==> src/rtl/block_to_bytes_stream_if.sv <==
// block_to_bytes_stream_if
// Groups the block-side and byte-side handshakes of the block serializer.
//   in_block  : block to serialize, sampled only on in_valid & in_ready
//   in_valid  : in_block is valid
//   in_ready  : serializer can take a block this cycle
//   out_byte  : current byte of the held block
//   out_valid : out_byte is valid
//   out_ready : downstream accepts out_byte this cycle
//   out_idx   : position of out_byte within the block
//   out_last  : out_byte is the final byte of the block
//   busy      : a block is held (same as out_valid)
// Modports: master = the side feeding blocks and draining bytes,
//           slave  = the serializer itself.
interface block_to_bytes_stream_if #(
  parameter int BLOCK_BYTES = 16
);
  localparam int BW = 8 * BLOCK_BYTES;

  logic [BW-1:0] in_block;
  logic          in_valid;
  logic          in_ready;
  logic [7:0]    out_byte;
  logic          out_valid;
  logic          out_ready;
  logic [3:0]    out_idx;
  logic          out_last;
  logic          busy;

  modport master (
    output in_block, in_valid, out_ready,
    input  in_ready, out_byte, out_valid, out_idx, out_last, busy
  );

  modport slave (
    input  in_block, in_valid, out_ready,
    output in_ready, out_byte, out_valid, out_idx, out_last, busy
  );
endinterface

==> src/rtl/block_to_bytes_stream.sv <==
// block_to_bytes_stream
// Serializes one AES block into BLOCK_BYTES bytes on a valid/ready byte
// stream. With MSB_FIRST=1 the byte order follows the state packing
// (bits [127:120] first, bits [7:0] last); MSB_FIRST=0 reverses it.
// Ports:
//   clk   : rising-edge clock
//   rst_n : synchronous active-low reset
//   bus   : block_to_bytes_stream_if.slave (block in, byte stream out)
module block_to_bytes_stream #(
  parameter int BLOCK_BYTES = 16,
  parameter bit MSB_FIRST   = 1'b1
) (
  input  logic                          clk,
  input  logic                          rst_n,
  block_to_bytes_stream_if.slave        bus
);
  localparam int BW = 8 * BLOCK_BYTES;

  localparam logic [0:0] IDLE = 1'b0;
  localparam logic [0:0] SEND = 1'b1;

  localparam logic [3:0] IDX_LAST = 4'(BLOCK_BYTES - 1);

  // out_idx is 4 bits wide, so blocks larger than 16 bytes cannot be indexed.
  generate
    if (BLOCK_BYTES < 1 || BLOCK_BYTES > 16) begin : g_bad_block_bytes
      $error("block_to_bytes_stream: BLOCK_BYTES must be in 1..16");
    end
  endgenerate

  logic [0:0]    state_q, state_d;
  logic [BW-1:0] shift_q, shift_d;
  logic [3:0]    idx_q,   idx_d;

  logic          last;
  logic          in_ready;

  assign last     = (state_q == SEND) && (idx_q == IDX_LAST);
  // Taking a new block while the last byte leaves lets blocks run back to
  // back with no idle beat between them.
  assign in_ready = (state_q == IDLE) || (last && bus.out_ready);

  assign bus.in_ready  = in_ready;
  assign bus.out_valid = (state_q == SEND);
  assign bus.busy      = (state_q == SEND);
  assign bus.out_idx   = idx_q;
  assign bus.out_last  = last;
  // The byte comes from the registered head of the shift register, so a
  // changing in_block never leaks onto out_byte.
  assign bus.out_byte  = MSB_FIRST ? shift_q[BW-1 -: 8] : shift_q[7:0];

  always_comb begin
    state_d = state_q;
    shift_d = shift_q;
    idx_d   = idx_q;
    if (state_q == IDLE) begin
      if (bus.in_valid) begin
        state_d = SEND;
        shift_d = bus.in_block;
        idx_d   = 4'd0;
      end
    end else if (bus.out_ready) begin
      if (!last) begin
        // Move the next byte into the head position.
        shift_d = MSB_FIRST ? (shift_q << 8) : (shift_q >> 8);
        idx_d   = idx_q + 4'd1;
      end else if (bus.in_valid) begin
        shift_d = bus.in_block;
        idx_d   = 4'd0;
      end else begin
        // Clearing the register keeps out_byte at zero while idle.
        state_d = IDLE;
        shift_d = '0;
        idx_d   = 4'd0;
      end
    end
  end

  always_ff @(posedge clk) begin
    if (!rst_n) begin
      state_q <= IDLE;
      shift_q <= '0;
      idx_q   <= 4'd0;
    end else begin
      state_q <= state_d;
      shift_q <= shift_d;
      idx_q   <= idx_d;
    end
  end
endmodule
==> src/flat_wrapper.sv <==
// flat-port wrapper written by rule: the top's interface ports become plain ports
module block_to_bytes_stream_flat 
#(
  parameter int BLOCK_BYTES = 16,
  parameter bit MSB_FIRST   = 1'b1
)
  (clk, rst_n, bus_in_block, bus_in_valid, bus_out_ready, bus_in_ready, bus_out_byte, bus_out_valid, bus_out_idx, bus_out_last, bus_busy);
  block_to_bytes_stream_if #(.BLOCK_BYTES(BLOCK_BYTES)) bus_i ();
  input  logic clk;
  input  logic rst_n;
  input wire logic [$bits(bus_i.in_block)-1:0] bus_in_block;
  input wire logic [$bits(bus_i.in_valid)-1:0] bus_in_valid;
  input wire logic [$bits(bus_i.out_ready)-1:0] bus_out_ready;
  output wire logic [$bits(bus_i.in_ready)-1:0] bus_in_ready;
  output wire logic [$bits(bus_i.out_byte)-1:0] bus_out_byte;
  output wire logic [$bits(bus_i.out_valid)-1:0] bus_out_valid;
  output wire logic [$bits(bus_i.out_idx)-1:0] bus_out_idx;
  output wire logic [$bits(bus_i.out_last)-1:0] bus_out_last;
  output wire logic [$bits(bus_i.busy)-1:0] bus_busy;
  assign bus_i.in_block = bus_in_block;
  assign bus_i.in_valid = bus_in_valid;
  assign bus_i.out_ready = bus_out_ready;
  assign bus_in_ready = bus_i.in_ready;
  assign bus_out_byte = bus_i.out_byte;
  assign bus_out_valid = bus_i.out_valid;
  assign bus_out_idx = bus_i.out_idx;
  assign bus_out_last = bus_i.out_last;
  assign bus_busy = bus_i.busy;
  block_to_bytes_stream #(.BLOCK_BYTES(BLOCK_BYTES), .MSB_FIRST(MSB_FIRST)) u_core (.clk(clk), .rst_n(rst_n), .bus(bus_i));
endmodule
==> config.mk <==
export PLATFORM = sky130hd
export DESIGN_NAME = block_to_bytes_stream_flat
export DESIGN_NICKNAME = d
export VERILOG_FILES = /design/src/rtl/block_to_bytes_stream_if.sv /design/src/rtl/block_to_bytes_stream.sv /design/src/flat_wrapper.sv
export SDC_FILE = /design/constraint.sdc
export NUM_CORES = 1
export LEC_CHECK = 0
export CAP_MARGIN = 10
export CORE_MARGIN = 2
export CORE_UTILIZATION = 50
export CTS_BUF_LIST = sky130_fd_sc_hd__clkbuf_16
export CTS_CLUSTER_SIZE = 14
export DETAILED_ROUTE_END_ITERATION = 16
export HOLD_SLACK_MARGIN = 0.06
export PLACE_DENSITY = 0.83
export SETUP_SLACK_MARGIN = 0.02
export SLEW_MARGIN = 15
export SYNTH_ARGS = -nofsm -noshare
export SYNTH_HDL_FRONTEND = slang
export SYNTH_SLANG_ARGS = --single-unit
==> constraint.sdc <==
create_clock -name clk -period 1.64 [get_ports clk]
set_clock_uncertainty 0.05 [all_clocks]
set_input_delay 0.492 -clock clk [delete_from_list [all_inputs] [get_ports clk]]
set_output_delay 0.492 -clock clk [all_outputs]
set_load 0.01 [all_outputs]
==> out/metrics.yaml <==
floorplan:
  placement_rows: 40
  floorplan.initialDensity: 0.508
  die_area_sq_um: 13000
  io-pin-count: 148
  floorplan.core_area_sq_um: 11900
  die_width_um: 114
  dieHeight_um: 114
cts:
  tritoncts_num_sinks: 133
  worstSkewPairLatency_ns: 0.41
  cts.path.max_buffers: 2
  cts_hold_repair.buffers: 0
  numCtsBuffers: 17
  cts_max_level: 4
  path_clk_slew_ns: 0.05
  cts_tree: "built"
  cts_root_buffer: "clkbuf_16"
final_layout:
  post_layout_nonfiller_instances: 1048
  final_cell_mix: "o21ai_0 (153), dfxtp_1 (129), a21oi_1 (128), clkdlybuf4s50_1 (128), a31oi_1 (120)"
  final_design_area_no_fill_sq_um: 8610
  area_growth_syn_to_layout_pct: 42.3
  drive_gt1_frac: 0.123
  final_core_utilization: 0.722
  final_common_cell: "o21ai_0"
  diodes: 0
  num-nets-final: 1022
timing:
  achievable_freq_ghz: 0.540
  grt_setup_unrepaired: "true"
  finalWorstSetupSlack_ns: -0.213
  setup-violations-final: 131
  worst_slew_pin_slew_ns: 0.496
  final.period_utilization: 1.13
  timing.final.crit_period_ns: 1.85
  hold_violations: 0
  slew_viol_final: 0
  maxSlewHeadroom: 0.669
setup_path:
  setup.reg_to_reg.worst_slack_ns: -0.16
  critPathKind: "reg2out"
  depth_of_the_worst_register_to_register_path: 8
  reg_to_reg_end: "u_core.shift_q[109]"
  end_kind: "output port"
  worst_setup_path_start_kind: "flop"
  cp_max_fo: 2
  path_cells: "ha_4 -> buf_6 -> nand3_4 -> nor2_2 -> buf_2"
  critical_path_arrival_ns: 1.31
  cp.required_ns: 1.10
  worst_path_max_delay_cell: "dfxtp_2"
  reg2reg_from: "u_core.bus.out_idx[1]"
  slowest_delay_ns: 0.35
  cp_top_family: "flip-flops"
  critical_path_buf_inv_count: 2
worst_hold_path:
  class_of_the_tightest_hold_or_removal_check: "reg2reg"
  holdPathStages: 2
  hold_end: "u_core.shift_q[1]"
  hold_path_startpoint: "u_core.shift_q[1]"
detailed_routing:
  routed_met3_length_um: 1600
  detailedRoute.firstPassIterationCount: 5
  wl_per_cell_um: 19.1
  highest_routed_metal_layer: "met4"
  detailroute.via_count: 6745
  drt.antenna.violating_nets: 0
  met2_length_um: 9690
  drtIter0Drc: 840
  post_drt_via_cell_ratio: 6.44
  route.final.wire_length_um: 20000
  drc: 0
  wl_met1_um: 8100
synthesis:
  yosysUniqueCellTypes: 26
  seq_area_frac_synth: 0.440
  yosys_warnings: 0
  post_synth_inst_count: 772
  mappedNetlistArea_sq_um: 6050
  ys_seq_elements: 133
  avgSynthCellArea_sq_um: 7.83
  syn_nets: 905
place:
  detailed_place_hpwl_um: 11300
  post_dp_cell_area_sq_um: 7690
  io_buffers: 147
  place_congestion: 0.912
  place_inst: 1002
power_and_ir_drop:
  power_density_nw_per_um2: 1030
  total_leakage_power_nw: 3.17
  vdd_drop_max_mv: 0.625
  design_power_total_mw: 8.88
global_routing:
  grt_pass1_vias: 6469
  grt_first_pass_wirelength_um: 31700
  gr-total-overflow: 0
  antenna_found_initial: 0
  global_routing_usage_summed_across_all_routing_layers: 0.305
  grt_max_degree: 130
run_status:
  status: "complete, but fails checks"
  failed_checks: "negative setup slack"
job:
  drv.max_cap_violation_count: 0
kinds of logic after synthesis:
kind of cell / share of synthesized area
compound gates: 0.446
mux: 0.00621
fa+ha+maj: 0.00207
buf+inv: 0.0871
simple gates: 0.0182
flops: 0.440
layout make-up:
class / count / area, sq um
Sequential cell: 133 / 2670
Tap cell: 147 / 184
Fill cell: 893 / 3310
Clock inverter: 14 / 145
Multi-Input combinational cell: 530 / 2930
Timing Repair Buffer: 204 / 2240
Inverter: 3 / 12.5
Clock buffer: 17 / 425
cell usage after synthesis, drive strengths merged:
cell type	n	area, sq um
and2	1	6.26
a22oi	1	7.51
a21boi	1	7.51
a31oi	121	757
inv	3	11.3
o211ai	8	60.1
nand3	2	10.0
mux2	1	15.0
mux2i	1	22.5
and4	1	8.76
or3b	1	8.76
ha	1	12.5
buf	53	317
nor2	3	11.3
nand3b	1	7.51
a21oi	131	656
nand4	1	6.26
clkbuf	53	199
nand2	12	45.0
or3	1	6.26
dfxtp	133	2660
o21ai	242	1210
stage by stage:
| stage | setup WS (ns) | TNS, ns | hold slack (ns) |
|---|---|---|---|
| final | -0.213 | -6.93 | 0.411 |
| after global routing | -0.267 | -14.63 | 0.439 |
| after CTS | -0.216 | -7.23 | 0.412 |
| after detailed placement | -0.759 | -47.44 | 0.404 |
| after global placement | -0.705 | -43.90 | 0.394 |
| after floorplan | 0.0426 | 0 | 0.386 |
routing by layer:
metal  vias up  track usage
li1       3136            -
met1      3139        0.391
met2       406        0.502
met3        64       0.0499
met4         0        0.142
met5         -            0
worst min-delay path, delay by kind of cell, from the launching register on:
family / cells / cell delay [ns]
compound gates: 1 / 0.05
simple gates: 1 / 0.05
flops: 1 / 0.31
timing repair:
action,CTS,global route
gates resized for setup,82,40
setup buffers,5,2
setup endpoints to repair,143,134
pin swaps,6,2
cloned,8,0
registers in the layout, summed over array words and instances (netlist names):
register / cells
u_core.bus.busy: 1
u_core.bus.out_idx: 4
u_core.shift_q: 128
worst max path at each step:
stage                                startpoint            to  slack [ns]  cells past startpoint
final                     u_core.bus.out_idx[1]  bus_out_last       -0.21                      5
after global routing      u_core.bus.out_idx[1]  bus_out_last       -0.27                      5
after CTS                 u_core.bus.out_idx[1]  bus_out_last       -0.22                      5
after detailed placement          bus_out_ready  bus_in_ready       -0.76                      4
after global placement            bus_out_ready  bus_in_ready       -0.71                      4
after floorplan                 u_core.bus.busy  bus_out_last        0.04                      5
where the power goes:
group	leakage (nW)	switching (mW)	internal, mW
clock network	0.287	1.37	2.34
registers	1.10	0.167	3.53
logic	1.78	0.749	0.729
total	3.17	2.28	6.60
Note: power is estimated with default switching activity, not from simulation.
